<file path="src/rtl/keypad_scan_rx_if.sv">
// keypad_scan_rx_if
//   Key-event handshake between the keypad receiver (master) and the
//   control logic consuming key events (slave).
//   key_code  : accepted key, col*4 + row
//   key_valid : key_code holds an unacknowledged event
//   key_ack   : consumer acknowledge, ignored while key_valid is 0
//   key_down  : debounced "exactly one key held" level
//   overrun   : sticky, an event was dropped while key_valid was high
interface keypad_scan_rx_if;
  logic [3:0] key_code;
  logic       key_valid;
  logic       key_ack;
  logic       key_down;
  logic       overrun;

  modport master (
    output key_code, key_valid, key_down, overrun,
    input  key_ack
  );

  modport slave (
    input  key_code, key_valid, key_down, overrun,
    output key_ack
  );
endinterface

</file>
<file path="src/rtl/keypad_scan_rx.sv">
// keypad_scan_rx
//   Matrix-keypad receiver. Strobes four active-low columns, samples the
//   active-low rows through a 2-flop synchronizer, debounces the 16-key
//   frame snapshot and turns a single held key into a key event on the
//   valid/ack handshake.
// Ports:
//   clk       : system clock, rising edge
//   cpu_reset : synchronous active-high reset
//   row_in    : keypad rows, active-low, asynchronous to clk
//   col_out   : column strobe, active-low one-hot
//   kp        : key event handshake (keypad_scan_rx_if.master)
// Parameters: SCAN_DIV (cycles per column, >=2), DEBOUNCE (1..15 frames),
//   REPEAT_FRAMES (auto-repeat period in frames).
// Optional feature: define KEYPAD_REPEAT_EN to enable auto-repeat while a
//   single key is held.
module keypad_scan_rx #(
  parameter int SCAN_DIV      = 1000,
  parameter int DEBOUNCE      = 4,
  parameter int REPEAT_FRAMES = 50
) (
  input  logic               clk,
  input  logic               cpu_reset,
  input  logic [3:0]         row_in,
  output logic [3:0]         col_out,
  keypad_scan_rx_if.master   kp
);

  if (SCAN_DIV < 2) begin : g_bad_scan_div
    $error("SCAN_DIV must be at least 2");
  end
  if (DEBOUNCE < 1 || DEBOUNCE > 15) begin : g_bad_debounce
    $error("DEBOUNCE must be in 1..15");
  end
  if (REPEAT_FRAMES < 1) begin : g_bad_repeat
    $error("REPEAT_FRAMES must be at least 1");
  end

  localparam int unsigned     CW         = $clog2(SCAN_DIV);
  localparam logic [CW-1:0]   DWELL_LAST = CW'(SCAN_DIV - 1);
  localparam logic [3:0]      DEB_MAX    = 4'(DEBOUNCE);

  localparam logic [1:0] ST_IDLE  = 2'd0;
  localparam logic [1:0] ST_HELD  = 2'd1;
  localparam logic [1:0] ST_MULTI = 2'd2;

  logic [3:0]    row_s1_q, row_s2_q;
  logic [CW-1:0] dwell_q, dwell_d;
  logic [1:0]    col_q, col_d;
  logic [15:0]   raw_q, raw_d;
  logic [15:0]   prev_q, prev_d;
  logic [3:0]    stable_q, stable_d;
  logic [15:0]   deb_q, deb_d;
  logic          deb_upd_q, deb_upd_d;
  logic [1:0]    state_q, state_d;
  logic [3:0]    held_q, held_d;
  logic [3:0]    code_q, code_d;
  logic          valid_q, valid_d;
  logic          ovr_q, ovr_d;

  logic          sample, frame_done;
  logic          one_hot;
  logic [3:0]    deb_idx;
  logic          ev;
  logic [3:0]    ev_code;

`ifdef KEYPAD_REPEAT_EN
  localparam int unsigned         RW       = $clog2(2 * REPEAT_FRAMES + 1);
  localparam logic [RW-1:0]       REP_LAST = RW'(2 * REPEAT_FRAMES - 1);
  localparam logic [RW-1:0]       REP_BASE = RW'(REPEAT_FRAMES);
  logic          frame_q;
  logic [RW-1:0] rep_q, rep_d;
`endif

  // Column scan, raw snapshot and frame debounce.
  always_comb begin
    sample     = (dwell_q == DWELL_LAST);
    frame_done = sample && (col_q == 2'd3);
    dwell_d    = sample ? '0 : dwell_q + 1'b1;
    col_d      = sample ? col_q + 2'd1 : col_q;
    raw_d      = raw_q;
    if (sample) begin
      raw_d[{col_q, 2'b00} +: 4] = ~row_s2_q;
    end
    stable_d  = stable_q;
    prev_d    = prev_q;
    deb_d     = deb_q;
    deb_upd_d = 1'b0;
    if (frame_done) begin
      if (raw_d == prev_q) begin
        if (stable_q < DEB_MAX) stable_d = stable_q + 4'd1;
      end else begin
        stable_d = 4'd1;
        prev_d   = raw_d;
      end
      // Update only on the transition into saturation; with DEBOUNCE=1 a
      // changed frame is itself that transition.
      if (stable_d == DEB_MAX && (stable_q < DEB_MAX || raw_d != prev_q)) begin
        deb_d     = raw_d;
        deb_upd_d = 1'b1;
      end
    end
  end

  // Key FSM, optional repeat and event handshake, one cycle after deb update.
  always_comb begin
    one_hot = (deb_q != '0) && ((deb_q & (deb_q - 16'd1)) == '0);
    deb_idx = '0;
    for (int unsigned i = 0; i < 16; i++) begin
      if (deb_q[i]) deb_idx = 4'(i);
    end
    state_d = state_q;
    held_d  = held_q;
    ev      = 1'b0;
    ev_code = deb_idx;
    case (state_q)
      ST_IDLE: if (deb_upd_q) begin
        if (one_hot) begin
          state_d = ST_HELD;
          held_d  = deb_idx;
          ev      = 1'b1;
        end else if (deb_q != '0) begin
          state_d = ST_MULTI;
        end
      end
      ST_HELD: if (deb_upd_q) begin
        if (deb_q == '0)                        state_d = ST_IDLE;
        else if (deb_q != (16'd1 << held_q))    state_d = ST_MULTI;
      end
      ST_MULTI: if (deb_upd_q && deb_q == '0)   state_d = ST_IDLE;
      default:                                  state_d = ST_IDLE;
    endcase
`ifdef KEYPAD_REPEAT_EN
    rep_d = rep_q;
    if (state_d != ST_HELD) begin
      rep_d = '0;
    end else if (state_q == ST_HELD && frame_q) begin
      if (rep_q == REP_LAST) begin
        ev      = 1'b1;
        ev_code = held_q;
        rep_d   = REP_BASE;
      end else begin
        rep_d = rep_q + 1'b1;
      end
    end
`endif
    code_d  = code_q;
    valid_d = valid_q;
    ovr_d   = ovr_q;
    if (ev) begin
      if (!valid_q || kp.key_ack) begin
        code_d  = ev_code;
        valid_d = 1'b1;
        if (valid_q) ovr_d = 1'b0;
      end else begin
        ovr_d = 1'b1;
      end
    end else if (kp.key_ack && valid_q) begin
      valid_d = 1'b0;
      ovr_d   = 1'b0;
    end
  end

  always_ff @(posedge clk) begin
    if (cpu_reset) begin
      row_s1_q  <= '1;
      row_s2_q  <= '1;
      dwell_q   <= '0;
      col_q     <= '0;
      raw_q     <= '0;
      prev_q    <= '0;
      stable_q  <= '0;
      deb_q     <= '0;
      deb_upd_q <= 1'b0;
      state_q   <= ST_IDLE;
      held_q    <= '0;
      code_q    <= '0;
      valid_q   <= 1'b0;
      ovr_q     <= 1'b0;
`ifdef KEYPAD_REPEAT_EN
      frame_q   <= 1'b0;
      rep_q     <= '0;
`endif
    end else begin
      row_s1_q  <= row_in;
      row_s2_q  <= row_s1_q;
      dwell_q   <= dwell_d;
      col_q     <= col_d;
      raw_q     <= raw_d;
      prev_q    <= prev_d;
      stable_q  <= stable_d;
      deb_q     <= deb_d;
      deb_upd_q <= deb_upd_d;
      state_q   <= state_d;
      held_q    <= held_d;
      code_q    <= code_d;
      valid_q   <= valid_d;
      ovr_q     <= ovr_d;
`ifdef KEYPAD_REPEAT_EN
      frame_q   <= frame_done;
      rep_q     <= rep_d;
`endif
    end
  end

  assign col_out      = ~(4'b0001 << col_q);
  assign kp.key_code  = code_q;
  assign kp.key_valid = valid_q;
  assign kp.key_down  = (state_q == ST_HELD);
  assign kp.overrun   = ovr_q;

endmodule

</file>
<file path="src/flat_wrapper.sv">
// flat-port wrapper written by rule: the top's interface ports become plain ports
module keypad_scan_rx_flat 
#(
  parameter int SCAN_DIV      = 1000,
  parameter int DEBOUNCE      = 4,
  parameter int REPEAT_FRAMES = 50
)
  (clk, cpu_reset, row_in, col_out, kp_key_code, kp_key_valid, kp_key_down, kp_overrun, kp_key_ack);
  keypad_scan_rx_if kp_i ();
  input  logic clk;
  input  logic cpu_reset;
  input  logic [3:0] row_in;
  output logic [3:0] col_out;
  output wire logic [$bits(kp_i.key_code)-1:0] kp_key_code;
  output wire logic [$bits(kp_i.key_valid)-1:0] kp_key_valid;
  output wire logic [$bits(kp_i.key_down)-1:0] kp_key_down;
  output wire logic [$bits(kp_i.overrun)-1:0] kp_overrun;
  input wire logic [$bits(kp_i.key_ack)-1:0] kp_key_ack;
  assign kp_key_code = kp_i.key_code;
  assign kp_key_valid = kp_i.key_valid;
  assign kp_key_down = kp_i.key_down;
  assign kp_overrun = kp_i.overrun;
  assign kp_i.key_ack = kp_key_ack;
  keypad_scan_rx #(.SCAN_DIV(SCAN_DIV), .DEBOUNCE(DEBOUNCE), .REPEAT_FRAMES(REPEAT_FRAMES)) u_core (.clk(clk), .cpu_reset(cpu_reset), .row_in(row_in), .col_out(col_out), .kp(kp_i));
endmodule
</file>
<file path="config.mk">
export PLATFORM = sky130hd
export DESIGN_NAME = keypad_scan_rx_flat
export DESIGN_NICKNAME = d
export VERILOG_FILES = /design/src/rtl/keypad_scan_rx_if.sv /design/src/rtl/keypad_scan_rx.sv /design/src/flat_wrapper.sv
export SDC_FILE = /design/constraint.sdc
export NUM_CORES = 1
export LEC_CHECK = 0
export ABC_CLOCK_PERIOD_IN_PS = 3850
export CORE_UTILIZATION = 59
export DETAILED_ROUTE_END_ITERATION = 8
export PLACE_DENSITY = 0.86
export SYNTH_ARGS = -nofsm -noshare
export SYNTH_HDL_FRONTEND = slang
export SYNTH_SLANG_ARGS = --single-unit
</file>
<file path="constraint.sdc">
create_clock -name clk -period 3.85 [get_ports clk]
set_input_delay 1.155 -clock clk [delete_from_list [all_inputs] [get_ports clk]]
set_output_delay 1.155 -clock clk [all_outputs]
set_load 0.005 [all_outputs]
</file>
# [Yosys cells after proc, flatten, opt, wreduce, memory -nomap -nowiden]
# Index checks and enable logic that the tools add are counted.
[word_totals] latchBits=0 mem_bits_rw=0 elab_cells=104 mem_count=0 input_bits=7 reg_bits=85 romBits=0 out_inout_bits=11
[classes] eq_ne=15 add_sub_neg=5 mux=38 magnitude_cmp=1 mul=0 n_shift=4 n_div=0 bitwise=5 reduce_logical=22
[op_table] op="two-way mux 4 bit" n=11
[op_table] op="logical NOT 16 bit" n=2
[op_table] op="!= test 16 bit" n=2
[op_table] op="two-way mux 2 bit" n=9
[op_table] op="bitwise AND 16 bit" n=1
[op_table] op="bitwise mux 16 bit" n=1
[op_table] op="equality test 16 bit" n=1
[op_table] op="two-way mux 16 bit" n=1
[op_table] op="nonzero test 16 bit" n=1
[op_table] op="variable shift 4 x 6 -> 16 bit (first input constant)" n=1
[op_table] op="variable part select 4 x 6 -> 16 bit" n=1
[op_table] op="left shift 1 x 4 -> 16 bit (first input constant)" n=1
[op_table] op="subtractor 16 x 1 -> 16 bit (second input constant)" n=1
[op_table] op="two-way mux 3 bit" n=4
[op_table] op="two-way mux 1 bit" n=11
[op_table] op="adder 10 x 1 -> 10 bit (second input constant)" n=1
[op_table] op="equality test 10 bit (second input constant)" n=1
[op_table] op="AND reduction 2 bit" n=5
[op_table] op="NOT 4 bit" n=2
[op_table] op="!= test 2 x 1 -> 1 bit (second input constant)" n=3
[op_table] op="!= test 3 x 1 -> 1 bit (second input constant)" n=2
[op_table] op="negation 4 -> 6 bit" n=1
[op_table] op="case mux 2 bit (3 select lines)" n=1
[op_table] op="logical AND 1 bit" n=5
[op_table] op="17 further kinds" n=21

# [Depth between registers and ports, before layout]
# Gate-level depths: netlist of the first run.
[logic_depth] depth_word=15 mapped_depth=13 mapped_depth_nobuf=10

# [Least setup slack after synthesis of the first run]
# Ideal clock, no wire load.
[synth_path] path_kind="reg-to-reg" start="register u_core.col_q[0]" end="register u_core.deb_q[14]" setup_slack_ns=0.629 t_arrival_ns=3.097 n_path_buf=3 setup_ns=0.123 stages_incl_launch_ff=13 t_required_ns=3.727 synth_period_minus_slack_ns=3.221 cell_sequence="dfxtp_1 -> buf_2 -> inv_1 -> ha_1 -> or4b_1 -> clkbuf_1 -> o311a_1 -> nor4_1 -> nand4_1 -> nor2_4 -> nand4_4 -> buf_6 -> mux2_1"
[synth_via] elab_chain_len=10 word_cells_on_any_way=15 classes_between="add/sub: 1; eq/ne: 4; shift: 2; mux: 4; reduce/logical: 4"
[synth_rtl] element="start, declared" line="keypad_scan_rx.sv:48" rtl="logic [1:0] col_q, col_d;"
[synth_rtl] element="start signal, assigned" line="keypad_scan_rx.sv:187" rtl="col_q <= col_d;"
[synth_rtl] element="negation 4 -> 6 bit" line="keypad_scan_rx.sv:82" rtl="raw_d[{col_q, 2'b00} +: 4] = ~row_s2_q;"
[synth_rtl] element="variable part select 4 x 6 -> 16 bit / variable shift 4 x 6 -> 16 bit (equally long branches)" line="keypad_scan_rx.sv:82"
[synth_rtl] element="bitwise mux 16 bit" line="keypad_scan_rx.sv:82"
[synth_rtl] element="two-way mux 16 bit" line="keypad_scan_rx.sv:81" rtl="if (sample) begin"
[synth_rtl] element="equality test 16 bit" line="keypad_scan_rx.sv:89" rtl="if (raw_d == prev_q) begin"
[synth_rtl] element="two-way mux 4 bit" line="keypad_scan_rx.sv:89"
[synth_rtl] element="two-way mux 4 bit" line="keypad_scan_rx.sv:88" rtl="if (frame_done) begin"
[synth_rtl] element="equality test 4 x 3 -> 1 bit" line="keypad_scan_rx.sv:97" rtl="if (stable_d == DEB_MAX && (stable_q < DEB_MAX || raw_d != prev_q)) begin"
[synth_rtl] element="logical AND 1 bit" line="keypad_scan_rx.sv:97"
[synth_rtl] element="AND reduction 2 bit (no line)"
[synth_rtl] element="end signal, assigned" line="keypad_scan_rx.sv:172" rtl="deb_q <= '0;"
[synth_rtl] element="end signal, assigned" line="keypad_scan_rx.sv:191" rtl="deb_q <= deb_d;"
[synth_rtl] element="end, declared" line="keypad_scan_rx.sv:52" rtl="logic [15:0] deb_q, deb_d;"
# Several ways; a longest one is shown, not always the timed one. The select of a mux whose other input is x is not followed.
# A chain may end at the register's enable or synchronous reset.

# [Worst setup path after layout of the first run]
[layout_path] start="register u_core.col_q[1]" end="register u_core.prev_q[13]"
[layout_via] elab_chain_len=7 word_cells_on_any_way=10 classes_between="add/sub: 1; eq/ne: 2; shift: 2; mux: 2; bitwise: 1; reduce/logical: 2"
[layout_rtl] element="negation 4 -> 6 bit" line="keypad_scan_rx.sv:82"
[layout_rtl] element="variable part select 4 x 6 -> 16 bit / variable shift 4 x 6 -> 16 bit (equally long branches)" line="keypad_scan_rx.sv:82"
[layout_rtl] element="bitwise mux 16 bit" line="keypad_scan_rx.sv:82"
[layout_rtl] element="two-way mux 16 bit" line="keypad_scan_rx.sv:81"
[layout_rtl] element="equality test 16 bit" line="keypad_scan_rx.sv:89"
[layout_rtl] element="NOT 1 bit (no line)"
[layout_rtl] element="AND reduction 2 bit (no line)"
[layout_rtl] element="end signal, assigned" line="keypad_scan_rx.sv:189" rtl="prev_q <= prev_d;"
[layout_rtl] element="end, declared" line="keypad_scan_rx.sv:50" rtl="logic [15:0] prev_q, prev_d;"
# Several ways; a longest one is shown, not always the timed one.

==> results.cfg, run 1 <==
[status]
status = finished, final reports clean

[setup_path]
cp_slowest_stage_delay_ns = 0.57
r2r_slack_ns = 0.23
worstPathCellList = inv_1, ha_1, or4b_1, buf_4, o311a_1, nor4_1, nand4_1, nor2_4, buf_4, nand2b_1, mux2_2
cp-start-kind = flop
path_max_fanout = 9
arrival_ns = 3.86
critical-path-slowest-cell = or4b_1
end_kind = flop
crit_top_cell = buf_4
critPathRequiredTime_ns = 4.09
crit_type = flop to flop

[finish]
fin_area_um2 = 5190
final_util = 0.668
nets = 592
antenna_cells = 0
layout-drive-gt1-share = 0.113
stdcell_count = 685
area_growth_pct = 9.04

[place]
io_buffers = 17
gp_congestion = 0.963
place_area_um2 = 4990
dp.cells = 669
place_ws_ns = 0.118
dp_hpwl_mm = 8.60

[route]
routed_wl_mm = 12.1
vias = 4487
routed_via_density = 6.55
dr.pass1.iters = 6
drt_iter0_markers = 479
post_drt_wl_per_cell_um = 17.7
route.detailed.drc = 0
final_antenna_net_count = 0

[pwr]
p_switching_mw = 0.346
p_per_area_nw_per_um2 = 296
clockPowerShare = 0.394
seqPwrFrac = 0.582
switching_share = 0.225
power_mw = 1.54
comb_power_share = 0.024
ir_drop_mv = 0.257
leakage_nw = 1.95
p_int_mw = 1.19

[yosys]
synth.ff_latch_count = 85
synth_area_leaders = dfxtp_1 36%, nor2_1 5.0%, o21ai_0 3.6%
synth_top_area_frac = 0.357
async_reset_ff_frac = 0
seq_area_frac_synth = 0.357
yosysMostFrequentCell = dfxtp_1
synth_edf_count = 0
syn_avg_cell_area_um2 = 8.27
yosysTopAreaCell = dfxtp_1
syn_area_um2 = 4760
synth_nets = 590
synthCells = 576
synthTopCellsByCount = 85 x dfxtp_1, 63 x nor2_1, 34 x clkbuf_1, 34 x inv_1, 34 x o21ai_0
ys.flop_type = dfxtp_1
synth.distinct_cells = 70
synth_warnings = 0

[timing]
relSlewSlack = 0.523
setup-violations-final = 0
slew_violations = 0
fmax_mhz = 276
period_minus_slack_ns = 3.62
period_share = 0.941
hold_viol = 0
whs_ns = 0.412
clock-skew-final_ns = 0.0159
worst_pin_slew_ns = 0.715
rsz0062_at_grt = no
finalSetupTns_ns = 0
fin_ws_ns = 0.228

[cts]
cts_tree = done
htree_levels = 3
clk_latency_ns = 0.35
cts_sinks = 85
postCtsResizedCells = 0
cts_max_path_buffers = 2
path_clk_slew_ns = 0.09
ctsHoldBuffers = 0
post_cts_buffers = 0
cts_root_buffer = clkbuf_8
cts_buffers = 9

[global_routing]
first_global_vias = 4204
grtUsageTotal = 0.296
overflow = 0
grt_first_pass_wirelength_mm = 20.0
grt_max_degree = 34
grt_antenna_before_repair = 0

[floorplan]
dieArea_um2 = 8430
num_io_pins = 18
core_region_area_um2 = 7770
start_util = 0.613
row_count = 32
die_w_um = 91.8
die_y_um = 91.8

[worst_hold_path]
hold_path_class = flop to flop

[run]
drv_cap = 0
-- sequential cells by signal (all words and copies together) (netlist names) --
name,count
u_core.row_s1_q,4
u_core.dwell_q,10
u_core.stable_q,4
u_core.kp.key_valid,1
u_core.col_q,2
u_core.prev_q,16
u_core.row_s2_q,4
u_core.deb_q,16
u_core.held_q,4
u_core.raw_q,16
u_core.kp.overrun,1
u_core.deb_upd_q,1
u_core.kp.key_code,4
u_core.state_q,2
-- cells in the final DEF (no fill, tap or decap), types with 5 or more instances in the layout --
| master | netlist | final |
|---|---|---|
| nand4_1 | 12 | 12 |
| o31ai_1 | 10 | 10 |
| a21o_1 | 5 | 5 |
| nor2_1 | 63 | 62 |
| xor2_1 | 8 | 8 |
| o22ai_1 | 7 | 7 |
| a21oi_1 | 23 | 23 |
| inv_1 | 34 | 34 |
| nand3b_1 | 7 | 7 |
| dfxtp_1 | 85 | 85 |
| or3_1 | 9 | 9 |
| nand2b_1 | 20 | 20 |
| ha_1 | 7 | 7 |
| nor4_1 | 12 | 12 |
| a31oi_1 | 6 | 6 |
| xnor2_1 | 5 | 5 |
| o21a_1 | 5 | 5 |
| o31a_1 | 7 | 7 |
| clkbuf_8 | 0 | 12 |
| or2_2 | 14 | 14 |
| mux2_2 | 12 | 12 |
| nand3_1 | 8 | 8 |
| nand2_1 | 15 | 15 |
| clkdlybuf4s50_1 | 0 | 16 |
| mux2_1 | 6 | 6 |
| o21ai_0 | 34 | 34 |
| nor3_1 | 19 | 19 |
| mux2i_1 | 10 | 10 |
| buf_4 | 0 | 13 |
| nor2b_1 | 22 | 22 |
-- worst paths after layout --
check	from	to	depth (start not counted)
worst max register to register	u_core.col_q[1]	u_core.prev_q[13]	11
worst max-delay path	u_core.col_q[1]	u_core.prev_q[13]	11
worst min register to register	u_core.row_s1_q[0]	u_core.row_s2_q[0]	1
worst min-delay path	u_core.row_s1_q[0]	u_core.row_s2_q[0]	1
-- cell families (layout without fill, tap and decap cells) --
family | Yosys count | after routing | share of synthesized area
muxes | 28 | 28 | 0.0636
adders and majority gates | 8 | 8 | 0.0205
DFF | 85 | 85 | 0.357
buffers and inverters | 73 | 80 | 0.0599
AOI/OAI and AO/OA | 131 | 131 | 0.184
and+or+nand+nor | 238 | 238 | 0.290
xor gates and xnor gates | 13 | 13 | 0.0239
-- power by group through the flow --
stage | Sequential, mW | Clock (mW) | Combinational [mW]
4_1_cts | 0.894 | 0.614 | 0.0368
3_3_place_gp | 0.914 | 0 | 0.0354
3_5_place_dp | 0.914 | 0 | 0.0366
6_report | 0.895 | 0.606 | 0.0370
5_1_grt | 0.895 | 0.654 | 0.0395
2_1_floorplan | 0.908 | 0 | 0.0283
-- final cells by class --
type | instances | area (µm²)
inverter | 34 | 128
clock inverter | 4 | 30.0
clock buffer | 12 | 165
timing repair buffer | 30 | 263
sequential | 85 | 1700
fill | 635 | 2580
multi-input combinational | 418 | 2780
tap | 102 | 128
-- critical path: cells and delay by family (launching register included) --
kind / cells / cell delay (ns)
mux: 1 / 0.35
fa+ha+maj: 1 / 0.36
flops: 1 / 0.38
simple gates: 5 / 1.60
buf+inv: 3 / 0.48
compound gates: 1 / 0.31
-- layer usage --
metal  GRT usage  vias up  share of wire
met1       0.390     2102           0.41
li1            -     2088              -
met5           0        -              0
met3      0.0481       50          0.084
met4       0.156        0          0.034
met2       0.464      247           0.47
Power figures use the tool's default switching activity.
==> run 2: changes to the inputs <==
CELL_PAD_IN_SITES_DETAIL_PLACEMENT = 1   (was unset)
CELL_PAD_IN_SITES_GLOBAL_PLACEMENT = 1   (was unset)
CORE_UTILIZATION = 47   (was 59)
PLACE_DENSITY = 0.89   (was 0.86)
==> results.cfg, run 2 (synthesized netlist as in run 1, its figures left out) <==
[cts]
clk_latency_ns = 0.37
cts_tree = done
htree_levels = 3
cts_sinks = 85
path_clk_slew_ns = 0.09
cts_root_buffer = clkbuf_8
cts_buffers = 9
cts_max_path_buffers = 2
post_cts_buffers = 0

[route]
post_drt_wl_per_cell_um = 19.9
routed_wl_mm = 14.3
routed-wl-met2_mm = 6.97
drt-met1-wl_mm = 6.25
dr.pass1.iters = 4
routed_via_density = 6.18
route.detailed.drc = 0
final_antenna_net_count = 0
route.met3.wl_um = 723
vias = 4450
drt_iter0_markers = 228
top_layer = met4

[finish]
final_common_cell = dfxtp_1
area_growth_pct = 10.9
mostFrequentLayoutCells = 85 x dfxtp_1, 62 x nor2_1, 34 x inv_1, 34 x o21ai_0, 23 x a21oi_1
nFillCells = 1200
register_area_um2 = 1700
top_regs = u_core.deb_q x16, u_core.prev_q x16, u_core.raw_q x16
layout-drive-gt1-share = 0.119
antenna_cells = 0
nets = 597
multi_input_area_um2 = 2780

[run]
drv_cap = 0

[timing]
slew_violations = 0
period_minus_slack_ns = 3.68
worst_pin_slew_ns = 0.863
hold_viol = 0
fmax_mhz = 272
clock-skew-final_ns = 0.0111
setup-violations-final = 0
rsz0062_at_grt = no
finalSetupTns_ns = 0
relSlewSlack = 0.419
period_share = 0.955

[worst_hold_path]
hold_path_class = flop to flop

[pwr]
leakage_nw = 1.97
ir_drop_mv = 0.245
power_mw = 1.58
p_per_area_nw_per_um2 = 300

[floorplan]
row_count = 36
core_region_area_um2 = 9770
dieArea_um2 = 10500
die_y_um = 103
die_w_um = 103
start_util = 0.487
num_io_pins = 18

[setup_path]
cp-start-kind = flop
critPathRequiredTime_ns = 4.10
path_max_fanout = 15
crit_type = flop to flop
end_kind = flop
arrival_ns = 3.92

[status]
status = finished, final reports clean

[place]
io_buffers = 17
dp_hpwl_mm = 10.3
gp_congestion = 0.928

[global_routing]
grtUsageTotal = 0.284
grt_max_degree = 32
grt_first_pass_wirelength_mm = 22.7
overflow = 0
grt_antenna_before_repair = 0
first_global_vias = 4433
-- run 2: cell type report --
cell class,instances,area share
sequential,85,0.322
multi-input combinational,418,0.527
clock inverter,3,0.00853
inverter,34,0.0242
clock buffer,12,0.0294
tap,133,0.0315
timing repair buffer,35,0.0569
-- run 2: metrics by stage --
stage	area, µm²	std cells	setup slack, ns	hold WS, ns	utilization
after global placement	5070	705	0.344	0.393	0.519
final	5280	720	0.172	0.414	0.540
after CTS	5270	720	0.105	0.418	0.539
after detailed placement	5070	705	0.130	0.400	0.519
after global routing	5280	720	0.00828	0.429	0.540
after floorplan	4760	576	0.629	0.389	-
-- run 2: report_power, final --
group          internal, mW  switching (mW)  total (mW)
Sequential            0.885         0.00712       0.892
Clock                 0.332           0.318       0.650
Combinational        0.0179          0.0245      0.0424
-- run 2: path summary, 6_finish.rpt --
path	slack, ns	cells after the start	startpoint	endpoint
worst max-delay path	0.17	11	u_core.col_q[1]	u_core.deb_q[15]
worst min-delay path	0.41	1	u_core.row_s1_q[1]	u_core.row_s2_q[1]
worst max register to register	0.17	11	u_core.col_q[1]	u_core.deb_q[15]
worst min register to register	0.41	1	u_core.row_s1_q[1]	u_core.row_s2_q[1]
-- run 2: timing repair --
action | in CTS | in global routing
hold buffers | 0 | 0
gates resized for setup | 0 | 2
endpoints found under the setup margin | 0 | 14
-- run 2: per-layer routing --
layer | up-vias | global-route usage
li1 | 2095 | -
met1 | 2202 | 0.369
met2 | 127 | 0.466
met3 | 26 | 0.0468
met4 | 0 | 0.120
met5 | - | 0
-- run 2: worst max-delay path, stage by stage (launching register included) --
cell,delay (ns)
dfxtp_1,0.38
inv_1,0.10
ha_1,0.37
or4b_2,0.69
nor4_1,0.37
o21ai_0,0.15
a22oi_1,0.21
nand4_1,0.18
nor2_4,0.12
buf_4,0.21
nand4_4,0.33
mux2_1,0.44
==> run 3: changes to the inputs <==
CAP_MARGIN = 20   (was unset)
SLEW_MARGIN = 10   (was unset)
==> results.cfg, run 3 (synthesized netlist as in run 1, its figures left out) <==
[pwr]
clockPowerShare = 0.409
seqPwrFrac = 0.564
power_mw = 1.58
p_per_area_nw_per_um2 = 299
ir_drop_mv = 0.246
switching_share = 0.219
p_switching_mw = 0.346
comb_power_share = 0.027
leakage_nw = 1.98
p_int_mw = 1.23

[route]
vias = 4425
routed_via_density = 6.14
drt_iter0_markers = 211
dr.pass1.iters = 5
route.detailed.drc = 0
post_drt_wl_per_cell_um = 19.9
final_antenna_net_count = 0
routed_wl_mm = 14.3

[timing]
slew_violations = 0
period_share = 0.955
relSlewSlack = 0.444
fmax_mhz = 272
hold_viol = 0
whs_ns = 0.414
clock-skew-final_ns = 0.00782
worst_pin_slew_ns = 0.827
fin_ws_ns = 0.175
setup-violations-final = 0
period_minus_slack_ns = 3.67

[cts]
clk_latency_ns = 0.36
cts_buffers = 9
cts_root_buffer = clkbuf_8
path_clk_slew_ns = 0.08
htree_levels = 3
cts_tree = done
cts_sinks = 85
ctsHoldBuffers = 0
cts_max_path_buffers = 2

[status]
status = finished, final reports clean

[finish]
mostFrequentLayoutCells = 85 x dfxtp_1, 63 x nor2_1, 34 x inv_1, 34 x o21ai_0, 23 x a21oi_1
top_regs = u_core.deb_q x16, u_core.prev_q x16, u_core.raw_q x16
nFillCells = 1196
layout-drive-gt1-share = 0.119
nets = 598
final_common_cell = dfxtp_1
stdcell_count = 721
antenna_cells = 0
fin_area_um2 = 5280
area_growth_pct = 11.0

[setup_path]
arrival_ns = 3.92
cp_slowest_stage_delay_ns = 0.69
critPathRequiredTime_ns = 4.09
cp-start-kind = flop
path_depth = 11
cp_num_buf_inv = 2
path_max_fanout = 15
r2r_slack_ns = 0.18
cp_top_family = simple AND/OR/NAND/NOR gates
end_kind = flop
critical-path-slowest-cell = or4b_2
worstPathCellList = inv_1, ha_1, or4b_2, nor4_1, o21ai_0, a22oi_1, nand4_1, nor2_4, buf_4, nand4_4, mux2_1
crit_type = flop to flop
r2r_cells = 11

[floorplan]
die_y_um = 103
num_io_pins = 18
start_util = 0.487
row_count = 36
core_region_area_um2 = 9770
die_w_um = 103
dieArea_um2 = 10500

[worst_hold_path]
hold_path_class = flop to flop
min_path_cells = 1

[place]
io_buffers = 17
place_ws_ns = 0.130
dp_hpwl_mm = 10.3
gp_congestion = 0.928
place_area_um2 = 5070
dp.cells = 705

[global_routing]
grt_antenna_before_repair = 0
grt_first_pass_wirelength_mm = 22.7
grt_max_degree = 32
overflow = 0
grtUsageTotal = 0.284
first_global_vias = 4433

[run]
drv_cap = 0
## run 3: final timing paths
kind | start | end
worst max-delay path | u_core.col_q[1] | u_core.deb_q[15]
worst min-delay path | u_core.row_s1_q[1] | u_core.row_s2_q[1]
worst min register to register | u_core.row_s1_q[1] | u_core.row_s2_q[1]
worst max register to register | u_core.col_q[1] | u_core.deb_q[15]
## run 3: stage by stage
step	setup TNS, ns	util
6_report	0	0.541
2_1_floorplan	0	-
5_1_grt	-0.0174	0.541
4_1_cts	0	0.539
3_3_place_gp	0	0.519
3_5_place_dp	0	0.519
## run 3: timing repair
item | CTS | global route
resized for setup | 0 | 1
buffers inserted | 0 | 0
setup endpoints to repair | 0 | 6
## run 3: power by group through the flow
stage	Sequential, mW	Clock [mW]	Combinational [mW]
2_1_floorplan	0.908	0	0.0283
3_3_place_gp	0.912	0	0.0396
3_5_place_dp	0.912	0	0.0419
4_1_cts	0.892	0.657	0.0422
5_1_grt	0.893	0.700	0.0465
6_report	0.892	0.646	0.0424
## run 3: final cells by class
class / count / area (µm²) / area share
inverters: 34 / 128 / 0.0242
clock buffers: 12 / 155 / 0.0294
flip-flops and latches: 85 / 1700 / 0.322
clock inverters: 3 / 45.0 / 0.00852
repair buffers: 36 / 308 / 0.0583
multi-input cells: 418 / 2780 / 0.526
well taps: 133 / 166 / 0.0315
## run 3: worst register-to-register path, cell delays in order, from the launching register on
cell and delay [ns]:
dfxtp_1 0.38, inv_1 0.10, ha_1 0.37, or4b_2 0.69
nor4_1 0.38, o21ai_0 0.15, a22oi_1 0.21, nand4_1 0.18
nor2_4 0.12, buf_4 0.22, nand4_4 0.33, mux2_1 0.44
## run 3: per-layer routing
layer	track usage	part of all wire	routed length [µm]
met1	0.369	0.45	6410
met2	0.466	0.49	6990
met3	0.0468	0.037	532
met4	0.120	0.028	397
met5	0	0	0
